File: src/rtl/int_ctrl.sv
// Single-level interrupt controller: edge-captures four request lines, accepts the
// highest-priority pending source, and sequences detect/service/return with PC redirects.
module int_ctrl #(
  parameter logic [31:0] VEC_BASE = 32'h0000_0100,
  parameter int          NSRC     = 4
) (
  input  logic            Clk,
  input  logic            Rst,
  input  logic [NSRC-1:0] irq,
  input  logic            int_en,
  input  logic            stall,
  input  logic [31:0]     pc_cur,
  input  logic            eret,
  output logic            INT_Detect,
  output logic            INT_Return,
  output logic            pc_redirect,
  output logic [31:0]     pc_target,
  output logic [31:0]     epc,
  output logic [1:0]      int_cause,
  output logic            in_service
);

  typedef enum logic [1:0] {
    ST_IDLE    = 2'd0,
    ST_DETECT  = 2'd1,
    ST_SERVICE = 2'd2,
    ST_RETURN  = 2'd3
  } state_t;

  // Bit 0 is the highest priority, so the lowest set index wins.
  function automatic logic [1:0] f_lowest_set(input logic [NSRC-1:0] v);
    logic [1:0] idx;
    idx = 2'd0;
    for (int i = NSRC - 1; i >= 0; i--) begin
      if (v[i]) begin
        idx = i[1:0];
      end
    end
    return idx;
  endfunction

  state_t            r_state;
  state_t            w_state_nxt;
  logic [NSRC-1:0]   r_irq_prev;
  logic [NSRC-1:0]   r_pending;
  logic [31:0]       r_epc;
  logic [1:0]        r_int_cause;

  logic              w_accept;
  logic [1:0]        w_sel;
  logic [NSRC-1:0]   w_edge;
  logic [NSRC-1:0]   w_accept_mask;

  assign w_edge        = irq & ~r_irq_prev;
  assign w_sel         = f_lowest_set(r_pending);
  assign w_accept_mask = w_accept ? ({{(NSRC-1){1'b0}}, 1'b1} << w_sel) : {NSRC{1'b0}};

  // Next-state decode; acceptance only ever happens out of IDLE.
  always_comb begin
    w_state_nxt = r_state;
    w_accept    = 1'b0;
    case (r_state)
      ST_IDLE: begin
        if ((r_pending != {NSRC{1'b0}}) && int_en && !stall) begin
          w_state_nxt = ST_DETECT;
          w_accept    = 1'b1;
        end else begin
          w_state_nxt = ST_IDLE;
        end
      end
      ST_DETECT: begin
        w_state_nxt = ST_SERVICE;
      end
      ST_SERVICE: begin
        if (eret) begin
          w_state_nxt = ST_RETURN;
        end else begin
          w_state_nxt = ST_SERVICE;
        end
      end
      ST_RETURN: begin
        w_state_nxt = ST_IDLE;
      end
      default: begin
        w_state_nxt = ST_IDLE;
      end
    endcase
  end

  // State, edge history, sticky pending bits and the saved context.
  always_ff @(posedge Clk) begin
    if (Rst) begin
      r_state     <= ST_IDLE;
      r_irq_prev  <= {NSRC{1'b0}};
      r_pending   <= {NSRC{1'b0}};
      r_epc       <= 32'h0000_0000;
      r_int_cause <= 2'd0;
    end else begin
      r_state    <= w_state_nxt;
      r_irq_prev <= irq;
      // A fresh edge overrides the clear of the source being accepted.
      r_pending  <= (r_pending & ~w_accept_mask) | w_edge;
      if (w_accept) begin
        r_int_cause <= w_sel;
        r_epc       <= pc_cur;
      end
    end
  end

  // Outputs decode from the state register and saved context only.
  always_comb begin
    INT_Detect  = 1'b0;
    INT_Return  = 1'b0;
    pc_redirect = 1'b0;
    pc_target   = 32'h0000_0000;
    in_service  = 1'b0;
    case (r_state)
      ST_DETECT: begin
        INT_Detect  = 1'b1;
        pc_redirect = 1'b1;
        pc_target   = VEC_BASE + {26'd0, r_int_cause, 4'b0000};
      end
      ST_SERVICE: begin
        in_service = 1'b1;
      end
      ST_RETURN: begin
        INT_Return  = 1'b1;
        pc_redirect = 1'b1;
        pc_target   = r_epc;
        in_service  = 1'b1;
      end
      default: begin
        in_service = 1'b0;
      end
    endcase
  end

  assign epc       = r_epc;
  assign int_cause = r_int_cause;

endmodule

File: config.mk
export PLATFORM = sky130hd
export DESIGN_NAME = int_ctrl
export DESIGN_NICKNAME = d
export VERILOG_FILES = /design/src/rtl/int_ctrl.sv
export SDC_FILE = /design/constraint.sdc
export NUM_CORES = 1
export LEC_CHECK = 0
export ABC_AREA = 1
export CAP_MARGIN = 40
export CELL_PAD_IN_SITES_DETAIL_PLACEMENT = 1
export CELL_PAD_IN_SITES_GLOBAL_PLACEMENT = 1
export CORE_MARGIN = 2
export CORE_UTILIZATION = 23
export DETAILED_ROUTE_END_ITERATION = 10
export PLACE_DENSITY_LB_ADDON = 0.1
export SYNTH_ARGS = -nofsm -noshare
export SYNTH_HDL_FRONTEND = slang
export SYNTH_SLANG_ARGS = --single-unit
export TNS_END_PERCENT = 100
File: constraint.sdc
create_clock -name Clk -period 1.4 [get_ports Clk]
set_clock_uncertainty 0.1 [all_clocks]
set_input_delay 0.28 -clock Clk [delete_from_list [all_inputs] [get_ports Clk]]
set_output_delay 0.28 -clock Clk [all_outputs]
set_load 0.05 [all_outputs]
==> results.json, run 1 <==
{
  "peakVddDrop_mv": 0.436,
  "final_common_cell": "buf_12",
  "comb_power_share_pct": 40.8,
  "grt_use_met1_pct": 18.2,
  "cts_tree": "done",
  "intPower_mw": 2.55,
  "grt_max_degree": 26,
  "start_util_pct": 23.5,
  "hold_viol_final": 0,
  "h-tree-depth": 2,
  "drcViolationCount": 0,
  "avgSynthCellArea_sq_um": 6.11,
  "slew_headroom_pct": 80.5,
  "grt_pass1_vias": 2507,
  "yosysTopAreaCell": "dfxtp_1",
  "drtIter0Drc": 43,
  "critPathMaxFanout": 4,
  "clkTransAtPathRegs_ps": 80,
  "insertion_delay_ps": 290,
  "worstHoldPathType": "reg -> reg",
  "fin_nets": 527,
  "cts.path.max_buffers": 2,
  "clkPwrFrac_pct": 20.8,
  "setup_ws_ps": -407,
  "cp_data_required_time_ps": 1020,
  "place_hpwl_mm": 5.58,
  "top_usage_layer": "met2",
  "p_leak_nw": 2.47,
  "regArea_sq_um": 888,
  "gp_congestion": 0.786,
  "clock-sinks": 44,
  "syn_area_sq_mm": 0.00214,
  "path_class": "reg -> out",
  "drive_above_1_share_pct": 53.5,
  "die_area_sq_mm": 0.0101,
  "stdcell_area_sq_mm": 0.00529,
  "cellPowerDensity_mw_per_mm2": 753,
  "boundaryPins": 111,
  "max_cap_violations": 0,
  "rsz0062_at_grt": "true",
  "antenna_left": 0,
  "fillerInstances": 1005,
  "worstSetupEndpointType": "output port",
  "ys_types": 18,
  "synth_seq_cells": 44,
  "wl_mm": 8.32,
  "cts_made_buffers": 5,
  "slew_violations": 0,
  "drtPass1Iterations": 4,
  "setup_viol": 70,
  "port-buffer-count": 110,
  "antenna_found_initial": 0,
  "cts_root_buffer": "clkbuf_8",
  "viasPerCell": 4.22,
  "holdWs_ps": 322,
  "synth_top_area_share_pct": 41.2,
  "die_y_microns": 100,
  "via_count": 2502,
  "wl_per_cell_microns": 14.0,
  "final_cell_mix": "77 x buf_12, 48 x inv_1, 45 x nor2_1",
  "status": "complete, but fails checks",
  "synth_area_leaders": "dfxtp_1 41%, nand2_1 19%, inv_1 14%, nor2_1 14%, ha_1 2.9%",
  "use_met2_pct": 27.3,
  "hold_depth": 1,
  "antennaDiodeCount": 0,
  "timing.final.crit_share_pct": 129,
  "grt_pass1_wl_mm": 12.3,
  "rows": 35,
  "p_sw_share_pct": 35.9,
  "track_usage_pct": 15.5,
  "dpl_cell_area_sq_mm": 0.00456,
  "die_w_microns": 100,
  "syn-num-nets": 396,
  "r2r_cells": 9,
  "multi_input_area_sq_mm": 0.00152,
  "period_minus_slack_ps": 1810,
  "switchingPower_mw": 1.43,
  "violations": "setup timing",
  "use_met3_pct": 4.04,
  "crit_arrival_ps": 1430,
  "core-area_sq_mm": 0.00911,
  "tightest_slew_ps": 292,
  "start_kind": "register",
  "synth-seq-area-share_pct": 41.2,
  "p_seq_share_pct": 38.4,
  "yosysWarnings": 0,
  "postSynthCellCount": 350,
  "grt_overflow": 0,
  "max_freq_mhz": 553,
  "syn2layout_area_growth_pct": 147
}
[metrics by stage]
stage	std cells	setup TNS (ps)	worst slack, ps	power [mW]	util [%]
3_5_place_dp	572	-12120	-309	2.85	50.1
5_1_grt	593	-20980	-474	4.19	58.1
6_report	593	-16530	-407	3.99	58.1
4_1_cts	586	-14850	-426	3.79	53.4
2_1_floorplan	350	-4660	-227	2.18	-
3_3_place_gp	572	-9760	-221	2.81	50.1
[power by group through the flow]
stage / sequential (mW) / clock (mW) / combinational [mW]
3_5_place_dp: 1.56 / 0 / 1.29
4_1_cts: 1.53 / 0.863 / 1.40
3_3_place_gp: 1.55 / 0 / 1.26
5_1_grt: 1.55 / 0.913 / 1.73
2_1_floorplan: 1.79 / 0 / 0.384
6_report: 1.53 / 0.830 / 1.63
[synth_stat cells, drive strengths merged]
master,number
clkbuf,6
nand4,3
inv,80
clkinv,1
a21oi,2
buf,8
nand2,111
dfxtp,44
nor2,81
nand3,3
or2,2
o21ai,2
ha,5
o22ai,2
[per-layer routing]
metal / share of wire [%] / wire length [microns]
met5: 0 / 0
met4: 1.7 / 140
met3: 5.1 / 424
met2: 54 / 4490
met1: 39 / 3260
[cell type report]
class / instances / share of cell area, %
Multi-Input combinational cell: 211 / 28.8
Timing Repair Buffer: 138 / 42.2
Sequential cell: 44 / 16.8
Tap cell: 111 / 2.63
Clock buffer: 8 / 1.70
Inverter: 81 / 7.93
[registers in the layout (all words and copies together) (netlist names)]
| register | flops |
|---|---|
| epc | 32 |
| int_cause | 2 |
| r_irq_prev | 4 |
| r_pending | 4 |
| r_state | 2 |
[cell families after synthesis]
kind of cell / synth area share (%)
flip-flops: 41.2
buffers and inverters: 17.7
AO/OA/AOI/OAI: 1.52
AND/OR/NAND/NOR: 36.6
adder cells (fa/ha/maj): 2.93
[final timing paths]
kind	from	end	slack, ps
worst max register to register	r_state[1]	epc[25]	-140
worst max-delay path	r_state[1]	pc_target[4]	-410
worst min-delay path	r_irq_prev[0]	r_pending[0]	320
worst min register to register	r_irq_prev[0]	r_pending[0]	320
[what timing repair did]
item	4_1_cts	5_1_grt
buffers inserted	5	5
gates cloned	3	5
pin swaps	23	28
hold buffers	0	0
resized for setup	37	96
endpoints found under the setup margin	72	72
[critical path, stage by stage, from the launching register on]
cell and delay (ps):
dfxtp_4 370, inv_4 70, ha_4 150, clkinvlp_4 160
o22ai_4 210, buf_12 160
Note: power is estimated with default switching activity, not from simulation.
==> run 2: changes to the inputs <==
Settings changed: CTS_CLUSTER_DIAMETER set to 120.
==> results of run 2 <==
Final layout, timing and power as in run 1 (identical DEF).
